[config.mk]
export PLATFORM = sky130hd
export DESIGN_NAME = lc3_pipe_ctrl
export DESIGN_NICKNAME = d
export VERILOG_FILES = /design/src/rtl/lc3_pipe_ctrl.sv
export SDC_FILE = /design/constraint.sdc
export NUM_CORES = 1
export LEC_CHECK = 0
export ABC_AREA = 1
export CELL_PAD_IN_SITES_DETAIL_PLACEMENT = 1
export CELL_PAD_IN_SITES_GLOBAL_PLACEMENT = 1
export CORE_UTILIZATION = 40
export CTS_CLUSTER_SIZE = 24
export DETAILED_ROUTE_END_ITERATION = 8
export PLACE_DENSITY = 0.89
export SETUP_SLACK_MARGIN = 0.2
export SYNTH_ARGS = -nofsm -noshare
export SYNTH_HDL_FRONTEND = slang
export SYNTH_SLANG_ARGS = --single-unit
[constraint.sdc]
create_clock -name clock -period 4.37 [get_ports clock]
set_clock_uncertainty 0.05 [all_clocks]
set_input_delay 0.6555 -clock clock [delete_from_list [all_inputs] [get_ports clock]]
set_output_delay 0.6555 -clock clock [all_outputs]
set_load 0.01 [all_outputs]
[src/rtl/lc3_pipe_ctrl.sv]
// LC-3 pipeline controller: stage enables, fill, memory stalls, flush, IMEM freeze.
// Optional: define LC3_CTRL_TRAP_HALT_EN to make TRAP (1111) halt the pipeline until reset.
module lc3_pipe_ctrl #(
  parameter int FLUSH_CYCLES = 2,
  parameter int MEM_TIMEOUT  = 255
) (
  input  logic        clock,
  input  logic        reset,
  input  logic        complete_instr,
  input  logic        complete_data,
  input  logic [15:0] IR_Exec,
  input  logic [2:0]  NZP,
  output logic        enable_fetch,
  output logic        enable_updatePC,
  output logic        enable_decode,
  output logic        enable_execute,
  output logic        enable_writeback,
  output logic        br_taken,
  output logic [1:0]  mem_state,
  output logic        mem_err,
  output logic        halted
);

  typedef enum logic [2:0] {S_FILL, S_RUN, S_MEM, S_FLUSH, S_HALT} state_t;
  typedef enum logic [1:0] {K_LD, K_LDI, K_ST, K_STI} kind_t;

  state_t      state_q, state_d;
  kind_t       kind_q, kind_d, mem_kind;
  logic [2:0]  fill_q, fill_d;
  logic [1:0]  flush_q, flush_d;
  logic [1:0]  mst_q, mst_d, mem_first;
  logic [15:0] to_q, to_d;
  logic        store_resume_q, store_resume_d;
  logic        mem_err_q, mem_err_d;

  logic [3:0]  opcode;
  logic        is_mem, xfer_taken, is_trap, timeout_hit, kind_is_store;
  logic        unused_ir;

  assign opcode        = IR_Exec[15:12];
  assign unused_ir     = ^IR_Exec[8:0];
  assign xfer_taken    = ((opcode == 4'b0000) && ((IR_Exec[11:9] & NZP) != 3'b000)) ||
                         (opcode == 4'b1100);
  assign timeout_hit   = (MEM_TIMEOUT > 0) && (to_q == 16'(MEM_TIMEOUT - 1));
  assign kind_is_store = (kind_q == K_ST) || (kind_q == K_STI);
  assign mem_err       = mem_err_q;

`ifdef LC3_CTRL_TRAP_HALT_EN
  assign is_trap = (opcode == 4'b1111);
  assign halted  = (state_q == S_HALT);
`else
  assign is_trap = 1'b0;
  assign halted  = 1'b0;
`endif

  // Access kind and the first mem_state value of its sequence
  always_comb begin
    is_mem    = 1'b1;
    mem_kind  = K_LD;
    mem_first = 2'd0;
    case (opcode)
      4'b0010, 4'b0110: begin mem_kind = K_LD;  mem_first = 2'd0; end
      4'b1010:          begin mem_kind = K_LDI; mem_first = 2'd1; end
      4'b0011, 4'b0111: begin mem_kind = K_ST;  mem_first = 2'd2; end
      4'b1011:          begin mem_kind = K_STI; mem_first = 2'd1; end
      default:          is_mem = 1'b0;
    endcase
  end

  always_comb begin
    enable_fetch     = 1'b0;
    enable_updatePC  = 1'b0;
    enable_decode    = 1'b0;
    enable_execute   = 1'b0;
    enable_writeback = 1'b0;
    br_taken         = 1'b0;
    mem_state        = 2'd3;
    state_d          = state_q;
    kind_d           = kind_q;
    fill_d           = fill_q;
    flush_d          = flush_q;
    mst_d            = mst_q;
    to_d             = to_q;
    store_resume_d   = store_resume_q;
    mem_err_d        = 1'b0;

    case (state_q)
      S_FILL: begin
        // fill_q==0 is the reset cycle itself: everything stays off
        enable_fetch     = (fill_q != 3'd0);
        enable_updatePC  = (fill_q != 3'd0);
        enable_decode    = (fill_q >= 3'd2);
        enable_execute   = (fill_q >= 3'd3);
        enable_writeback = (fill_q >= 3'd4);
        if (fill_q == 3'd4) state_d = S_RUN;
        else                fill_d  = fill_q + 3'd1;
      end
      S_RUN: begin
        enable_fetch     = complete_instr;
        enable_updatePC  = complete_instr;
        enable_decode    = complete_instr;
        enable_execute   = complete_instr;
        enable_writeback = complete_instr & ~store_resume_q;
        if (complete_instr) store_resume_d = 1'b0;
        if (complete_instr && xfer_taken) begin
          br_taken = 1'b1;
          state_d  = S_FLUSH;
          flush_d  = 2'(FLUSH_CYCLES);
        end
      end
      S_FLUSH: begin
        enable_fetch    = complete_instr;
        enable_updatePC = complete_instr;
        enable_decode   = complete_instr && (flush_q == 2'd1);
        if (complete_instr) begin
          if (flush_q == 2'd1) state_d = S_RUN;
          else                 flush_d = flush_q - 2'd1;
        end
      end
      S_MEM: begin
        mem_state = mst_q;
        if (complete_data) begin
          to_d = 16'd0;
          if (mst_q == 2'd1) begin
            mst_d = (kind_q == K_LDI) ? 2'd0 : 2'd2;
          end else begin
            state_d        = S_RUN;
            store_resume_d = kind_is_store;
          end
        end else if (timeout_hit) begin
          // Abandon the access; resume exactly as after a normal completion
          state_d        = S_RUN;
          mem_err_d      = 1'b1;
          store_resume_d = kind_is_store;
        end else begin
          to_d = to_q + 16'd1;
        end
      end
      default: ;
    endcase

    if (((state_q == S_FILL) || (state_q == S_RUN)) && enable_execute) begin
      if (is_mem) begin
        state_d = S_MEM;
        kind_d  = mem_kind;
        mst_d   = mem_first;
        to_d    = 16'd0;
      end else if (is_trap) begin
        state_d = S_HALT;
      end
    end
  end

  always_ff @(posedge clock) begin
    if (!reset) begin
      state_q        <= S_FILL;
      kind_q         <= K_LD;
      fill_q         <= 3'd0;
      flush_q        <= 2'd0;
      mst_q          <= 2'd3;
      to_q           <= 16'd0;
      store_resume_q <= 1'b0;
      mem_err_q      <= 1'b0;
    end else begin
      state_q        <= state_d;
      kind_q         <= kind_d;
      fill_q         <= fill_d;
      flush_q        <= flush_d;
      mst_q          <= mst_d;
      to_q           <= to_d;
      store_resume_q <= store_resume_d;
      mem_err_q      <= mem_err_d;
    end
  end

endmodule

==> out/metrics.cfg, run 1 <==
[outcome]
status=completed

[global_route]
grt_overflow_total=0
antenna_found_initial=0
first_global_vias=1758
grt_pass1_wl_mm=7.36
grt_max_degree=12
track_usage=0.190

[worst_setup_path]
crit_fanout=5
ff2ff_path_depth=11
cpMostUsedCell=clkdlybuf4s50_1
arrival_ps=2100
endpoint_kind=primary output
cp_cell_sequence=clkdlybuf4s50_1, nand3_4, nor2_1, nand2_1, inv_1, clkdlybuf4s50_1
cp.depth=6
required_ps=3660
crit_family=buffers and inverters
critPathLaunchType=input pin
critical_path_buf_inv_count=3
path_class=input pin to primary output
max_stage_delay_ps=540
cp_slowest_cell=clkdlybuf4s50_1

[yosys]
ys_seq_elements=30
synth.distinct_cells=37
synth_adder_area_share=0.0483
synth_async_sr_flop_share=0
synth_area_mm2=0.00181
postSynthAreaPerCell_um2=6.84
synth-simple-area-share=0.362
synth_edf_count=0
synth.yosys.seq_area_share=0.331
synth_flop_cell=dfxtp_1
syn_nets=295
yosys_warnings=0
synth_top_family_by_area=simple AND/OR/NAND/NOR gates
yosys-mux-area-fraction=0
synth_xor_area_frac=0.0145
synth-compound-area-share=0.137
synthCells=265

[route]
vias_per_cell=4.99
routedWlPerCell_um=12.4
met3_length_um=103
drc=0
dr_wl_met2_mm=2.22
first_pass_iters=6
top_layer=met4
ant_nets=0
num_vias=1713
wl_met1_mm=1.88
totalWireLength_mm=4.26
drt_iter0_markers=35

[clock_network]
holdBufCountCts=0
cts_setup_buffers=0
cts_resized=0
cts_root_buf=clkbuf_8
clk_pin_slew_ps=70
h-tree-depth=2
cts.sinks=30
clock_path_buffers=2
cts_tree=built
cts-buffers-inserted=5
insertion_delay_ps=290

[pwr]
irDropWorstVdd_v=0.000285
leakage_nw=0.998
p_per_area_mw_per_mm2=452

[placed_design]
portBuffers=22
place_hpwl_mm=3.27
gp_congestion=0.797
post-place-ws_ps=1560

[sta]
finalSetupViolCount=0
hold_viol_final=0
drv_slew=0
rsz0062_at_grt=no
fmax_mhz=356
timing.final.crit_share=0.643
period_needed_ps=2810
holdWs_ps=425
timing.final.ws_setup_ps=1560
finalSetupTns_ps=0

[floorplanning]
die_w_um=69.3
coreArea_mm2=0.00435
initial_core_util=0.416
rows=24
ioPinCount=33
fp.dieArea_mm2=0.00481
die_height_um=69.3

[final_layout]
final_common_cell=nand2_1
multi_input_area_mm2=0.00102
syn2layout_area_growth_pct=20.1
fillerInstances=579
drive_gt1_frac=0.144
antenna_cells=0
final_cell_mix=nand2_1 (60), inv_1 (37), nor2_1 (36)
final-seq-area_um2=601
num-nets-final=320

[hold_path]
worstHoldPathType=register to register
hold_depth=2

[flow_run]
maxCapViolCount=0

tightest hold or removal path: cells and delay by family (launching register included):
kind                   cells  cell delay (ps)
buffers and inverters      1               70
flip-flops                 1              330
AO/OA/AOI/OAI              1               40
through the flow:
stage | util | power, W | cells | instance area (um2)
after floorplan | - | 0.000586 | 265 | 1810
after global placement | 0.475 | 0.000699 | 335 | 2070
after detailed placement | 0.475 | 0.000710 | 335 | 2070
after CTS | 0.500 | 0.000995 | 343 | 2180
after global routing | 0.500 | 0.00105 | 343 | 2180
final | 0.500 | 0.000985 | 343 | 2180
routing by layer:
layer,GRT usage,vias to the layer above
met3,0.0349,5
li1,-,885
met4,0.0794,0
met1,0.214,801
met5,0,-
met2,0.348,22
report_power, final:
part / internal [W] / leakage (nW) / switching (W) / total (W)
Sequential: 0.000306 / 0.243 / 0.0000289 / 0.000334
Clock: 0.000168 / 0.0579 / 0.000113 / 0.000280
Combinational: 0.000159 / 0.697 / 0.000211 / 0.000370
sequential cells by signal (all words and copies together) (netlist names):
register / flops
to_q: 16
fill_q: 3
state_q: 3
flush_q: 2
kind_q: 2
mst_q: 2
mem_err: 1
store_resume_q: 1
final cells by class:
cell class,instances,area share
sequential,30,0.276
clock inverter,3,0.0184
timing repair buffer,22,0.101
multi-input combinational,188,0.469
clock buffer,5,0.0316
inverter,43,0.0741
tap,52,0.0299
cells by family after synthesis:
logic type / Yosys count
compound gates: 40
other cells: 1
simple gates: 137
xor+xnor: 3
flops: 30
fa+ha+maj: 7
buf+inv: 47
Yosys cell counts (4+ instances only):
master | count | area share
a21oi_1 | 16 | 0.044
a21oi_2 | 5 | 0.024
dfxtp_1 | 30 | 0.33
ha_1 | 7 | 0.048
inv_1 | 37 | 0.077
inv_2 | 6 | 0.012
nand2_1 | 60 | 0.12
nand2_2 | 4 | 0.014
nand2_4 | 4 | 0.025
nand3_1 | 13 | 0.036
nor2_1 | 36 | 0.075
nor2_2 | 5 | 0.017
nor3_1 | 4 | 0.011
o21ai_0 | 4 | 0.011
worst paths after layout:
path | startpoint | end | slack (ps)
hold reg to reg | to_q[9] | to_q[9] | 420
hold / removal | to_q[9] | to_q[9] | 420
setup / recovery | complete_instr | br_taken | 1560
setup reg to reg | fill_q[1] | to_q[7] | 2340
Note: power is estimated with default switching activity, not from simulation.
==> run 2, diff against run 1 <==
--- a/config.mk
+++ b/config.mk
@@ -8,10 +8,10 @@
 export ABC_AREA = 1
 export CELL_PAD_IN_SITES_DETAIL_PLACEMENT = 1
 export CELL_PAD_IN_SITES_GLOBAL_PLACEMENT = 1
-export CORE_UTILIZATION = 40
+export CORE_UTILIZATION = 37
 export CTS_CLUSTER_SIZE = 24
 export DETAILED_ROUTE_END_ITERATION = 8
-export PLACE_DENSITY = 0.89
+export PLACE_DENSITY = 0.84
 export SETUP_SLACK_MARGIN = 0.2
 export SYNTH_ARGS = -nofsm -noshare
 export SYNTH_HDL_FRONTEND = slang
==> constraint.sdc (replaced) <==
create_clock -name clock -period 2.6 [get_ports clock]
set_clock_uncertainty 0.05 [all_clocks]
set_input_delay 0.39 -clock clock [delete_from_list [all_inputs] [get_ports clock]]
set_output_delay 0.39 -clock clock [all_outputs]
set_load 0.01 [all_outputs]
==> out/metrics.cfg, run 2 (synthesis gave the netlist of run 1 again) <==
[sta]
fmax_mhz=440
drv_slew=0  ; unchanged
period_needed_ps=2270
finalSetupTns_ps=0  ; unchanged
rsz0062_at_grt=no
hold_viol_final=0  ; unchanged
finalSetupViolCount=0  ; unchanged
timing.final.ws_setup_ps=328  ; -1230 ps
timing.final.crit_share=0.874

[pwr]
irDropWorstVdd_v=0.000494  ; +74%
p_per_area_mw_per_mm2=761  ; +68%
leakage_nw=1.01  ; +0.76%

[global_route]
track_usage=0.183  ; -0.00716
antenna_found_initial=0  ; unchanged
grt_overflow_total=0  ; unchanged
grt_max_degree=12  ; unchanged
first_global_vias=1669  ; -5.1%
grt_pass1_wl_mm=7.27  ; -1.2%

[final_layout]
num-nets-final=321  ; +0.31%
fillerInstances=629  ; +8.6%
registers.top_by_ff_count=to_q
final_cell_mix=nand2_1 (60), inv_1 (37), nor2_1 (36)
antenna_cells=0  ; unchanged
multi_input_area_mm2=0.00103  ; +0.61%
final-seq-area_um2=601  ; unchanged
reg.largest.list=to_q x16, fill_q x3, state_q x3
syn2layout_area_growth_pct=22.1
final_common_cell=nand2_1
largest_reg_flops=16  ; unchanged
drive_gt1_frac=0.144  ; unchanged

[worst_setup_path]
cpMostUsedCell=ha_1
cp_cell_sequence=ha_1, ha_1, nor2_1, o21ai_0, nand2_2, nand2_4, clkdlybuf4s50_1
critPathLaunchType=register
path_class=register to primary output
cp_slowest_cell=clkdlybuf4s50_1
required_ps=2160  ; -1500 ps
arrival_ps=1830  ; -270 ps
crit_fanout=5  ; unchanged
max_stage_delay_ps=530  ; about the same
endpoint_kind=primary output

[clock_network]
cts.sinks=30  ; unchanged
h-tree-depth=2  ; unchanged
cts_setup_buffers=0  ; unchanged
cts_tree=built
cts_root_buf=clkbuf_8
cts-buffers-inserted=5  ; unchanged
clock_path_buffers=2  ; unchanged
insertion_delay_ps=290  ; about the same
clk_pin_slew_ps=70  ; about the same

[floorplanning]
rows=25  ; +4.2%
fp.dieArea_mm2=0.00518  ; +7.9%
die_height_um=72  ; +3.9%
coreArea_mm2=0.00472  ; +8.5%
die_w_um=72  ; +3.9%
ioPinCount=33  ; unchanged
initial_core_util=0.384  ; -0.0325

[flow_run]
maxCapViolCount=0  ; unchanged

[route]
totalWireLength_mm=4.25  ; -0.26%
ant_nets=0  ; unchanged
num_vias=1706  ; -0.41%
drc=0  ; unchanged
drt_iter0_markers=43  ; +23%
routedWlPerCell_um=11.9  ; -4.4%
vias_per_cell=4.77  ; -4.6%
first_pass_iters=4  ; -2

[placed_design]
gp_congestion=0.792  ; -0.64%
portBuffers=22  ; unchanged
post-place-ws_ps=331  ; -1230 ps
place_hpwl_mm=3.34  ; +2.3%

[hold_path]
worstHoldPathType=register to register

[outcome]
status=completed

[run 2: layout make-up]
class	instances	area share
multi-input combinational	188	0.464
tap	67	0.0379
sequential	30	0.271
inverter	43	0.0729
clock buffer	6	0.0373
clock inverter	1	0.0136
timing repair buffer	23	0.103
[run 2: critical path, delay by kind of cell, from the launching register on]
family | cells | cell delay, ps
buffers and inverters | 1 | 530
flip-flops | 1 | 390
AO/OA/AOI/OAI | 1 | 90
AND/OR/NAND/NOR | 3 | 220
adder cells (fa/ha/maj) | 2 | 310
[run 2: worst paths after layout]
path	startpoint	to	slack, ps	depth (start not counted)
worst max-delay path	fill_q[1]	enable_execute	330	7
worst min-delay path	flush_q[1]	flush_q[1]	440	2
worst max register to register	fill_q[2]	to_q[1]	640	11
worst min register to register	flush_q[1]	flush_q[1]	440	2
[run 2: what timing repair did]
item / in CTS / in global routing
endpoints found under the setup margin: 0 / 3
hold buffers: 0 / 0
endpoints found under the hold margin: 0 / 0
resized for setup: 0 / 1
[run 2: stage by stage]
stage / total power, W / instance area, um2 / instances / utilization / hold WS (ps)
6_report: 0.00169 / 2210 / 358 / 0.469 / 438
5_1_grt: 0.00180 / 2210 / 358 / 0.469 / 459
4_1_cts: 0.00171 / 2210 / 358 / 0.467 / 438
3_5_place_dp: 0.00120 / 2090 / 351 / 0.443 / 424
3_3_place_gp: 0.00118 / 2090 / 351 / 0.443 / 413
2_1_floorplan: 0.000985 / 1810 / 265 / - / 394
[run 2: routing by layer]
| layer | global-route usage | up-vias | routed length, um | part of all wire |
|---|---|---|---|---|
| met5 | 0 | - | 0 | 0 |
| met4 | 0.0719 | 0 | 67 | 0.016 |
| met3 | 0.0458 | 8 | 126 | 0.030 |
| met2 | 0.332 | 20 | 2190 | 0.52 |
| met1 | 0.205 | 797 | 1860 | 0.44 |
| li1 | - | 881 | - | - |
[run 2: power breakdown]
| group | internal (W) | total [W] | switching (W) |
|---|---|---|---|
| clock network | 0.000306 | 0.000490 | 0.000183 |
| logic | 0.000274 | 0.000631 | 0.000357 |
| registers | 0.000514 | 0.000565 | 0.0000511 |
==> run 3, diff against run 2 <==
--- a/config.mk
+++ b/config.mk
@@ -11,7 +11,7 @@
 export CORE_UTILIZATION = 37
 export CTS_CLUSTER_SIZE = 24
 export DETAILED_ROUTE_END_ITERATION = 8
-export PLACE_DENSITY = 0.84
+export PLACE_DENSITY_LB_ADDON = 0.1
 export SETUP_SLACK_MARGIN = 0.2
 export SYNTH_ARGS = -nofsm -noshare
 export SYNTH_HDL_FRONTEND = slang
==> out/metrics.cfg, run 3 (synthesis gave the netlist of run 1 again) <==
[outcome]
status=completed

[worst_setup_path]
path_class=register to primary output
arrival_ps=1830  ; about the same
endpoint_kind=primary output
cp_slowest_cell=clkdlybuf4s50_1
cp_cell_sequence=nor3_4, inv_1, o22ai_1, clkdlybuf4s50_1
crit_fanout=5  ; unchanged
critPathLaunchType=register
max_stage_delay_ps=560  ; +30 ps
required_ps=2160  ; about the same

[floorplanning]
rows=25  ; unchanged
die_height_um=72  ; unchanged
fp.dieArea_mm2=0.00518  ; unchanged
initial_core_util=0.384  ; unchanged
coreArea_mm2=0.00472  ; unchanged
ioPinCount=33  ; unchanged
die_w_um=72  ; unchanged

[final_layout]
antenna_cells=0  ; unchanged
num-nets-final=321  ; unchanged
final_cell_mix=nand2_1 (60), inv_1 (37), nor2_1 (36)
syn2layout_area_growth_pct=21.0
largest_reg_flops=16  ; unchanged
final_common_cell=nand2_1
drive_gt1_frac=0.147  ; +0.00293
reg.largest.list=to_q x16, fill_q x3, state_q x3
design_area_mm2=0.00219  ; -0.90%
registers.top_by_ff_count=to_q

[global_route]
grt_max_degree=12  ; unchanged
antenna_found_initial=0  ; unchanged
grt_pass1_wl_mm=7.27  ; about the same
track_usage=0.180  ; -0.00326
first_global_vias=1707  ; +2.3%
grt_overflow_total=0  ; unchanged

[sta]
finalSetupTns_ps=0  ; unchanged
holdWs_ps=423  ; -15.2 ps
rsz0062_at_grt=yes
fmax_mhz=441  ; +0.16%
hold_viol_final=0  ; unchanged
finalSetupViolCount=0  ; unchanged
period_needed_ps=2270  ; -3.59 ps
drv_slew=0  ; unchanged
timing.final.crit_share=0.873  ; -0.00138

[hold_path]
worstHoldPathType=register to register

[pwr]
p_per_area_mw_per_mm2=724  ; -4.9%
finalPower_w=0.00159  ; -5.8%
p_switching_w=0.000587  ; -0.79%
power_frac_clock=0.252  ; -0.039
seqPwrFrac=0.355  ; +0.020
swShare=0.370  ; +0.0186
combPwrFrac=0.392  ; +0.018
leakage_nw=0.996  ; -0.87%
p_int_w=0.00100  ; -8.5%
irDropWorstVdd_v=0.000573  ; +16%

[route]
routedWlPerCell_um=11.5  ; -2.9%
drc=0  ; unchanged
first_pass_iters=4  ; unchanged
vias_per_cell=4.62  ; -3.1%
ant_nets=0  ; unchanged
num_vias=1657  ; -2.9%
drt_iter0_markers=43  ; unchanged
totalWireLength_mm=4.14  ; -2.6%

[clock_network]
clock_path_buffers=2  ; unchanged
holdBufCountCts=0  ; unchanged
cts_setup_buffers=0  ; unchanged
cts_root_buf=clkbuf_8
cts.sinks=30  ; unchanged
cts_tree=built
insertion_delay_ps=290  ; about the same
h-tree-depth=2  ; unchanged
cts_resized=0  ; unchanged
cts-buffers-inserted=5  ; unchanged
clk_pin_slew_ps=70  ; about the same

[placed_design]
place_hpwl_mm=3.20  ; -4.3%
gp_congestion=0.772  ; -2.5%
placed_cell_area_mm2=0.00209  ; unchanged
portBuffers=22  ; unchanged

[flow_run]
maxCapViolCount=0  ; unchanged

## run 3: cell types whose count changed in the layout (fill, tap and decap cells not counted)
| cell | previous run | this run |
|---|---|---|
| dfxtp_1 | 30 | 29 |
| bufinv_16 | 1 | 0 |
| dfxtp_2 | 0 | 1 |
| clkbuf_1 | 0 | 1 |
| clkinv_2 | 0 | 1 |
## run 3: power by group through the flow
stage          Combinational (W)  Clock, W  Sequential, W
3_5_place_dp            0.000625         0       0.000569
2_1_floorplan           0.000426         0       0.000559
3_3_place_gp            0.000618         0       0.000568
5_1_grt                 0.000706  0.000440       0.000572
6_report                0.000623  0.000401       0.000564
4_1_cts                 0.000632  0.000415       0.000559
## run 3: per-layer routing
layer | vias to the layer above | GRT usage | part of all wire
met1 | 748 | 0.210 | 0.47
met4 | 0 | 0.0850 | 0.014
met2 | 17 | 0.320 | 0.49
li1 | 887 | - | -
met5 | - | 0 | 0
met3 | 5 | 0.0306 | 0.023
## run 3: worst max-delay path: cells and delay by family (launching register included)
family | cells | cell delay [ps]
AO/OA/AOI/OAI | 1 | 180
AND/OR/NAND/NOR | 1 | 300
buffers and inverters | 2 | 690
flip-flops | 1 | 380
## run 3: final timing paths
path / startpoint / to / slack (ps) / cells after the start
hold / removal: to_q[9] / to_q[9] / 420 / 2
setup / recovery: state_q[2] / enable_writeback / 330 / 4
hold reg to reg: to_q[9] / to_q[9] / 420 / 2
setup reg to reg: fill_q[2] / to_q[7] / 610 / 11
## run 3: area by class of cell
type	instances	area, um2
clock buffer	7	86.3
multi-input combinational	188	1030
fill	643	2530
tap	67	83.8
inverter	43	161
timing repair buffer	23	228
clock inverter	1	5.00
sequential	30	602
## run 3: metrics by stage
stage          worst slack, ps  utilization  instances
2_1_floorplan              982            -        265
3_3_place_gp               339        0.443        351
3_5_place_dp               334        0.443        351
4_1_cts                    252        0.463        359
5_1_grt                    173        0.464        359
6_report                   331        0.464        359
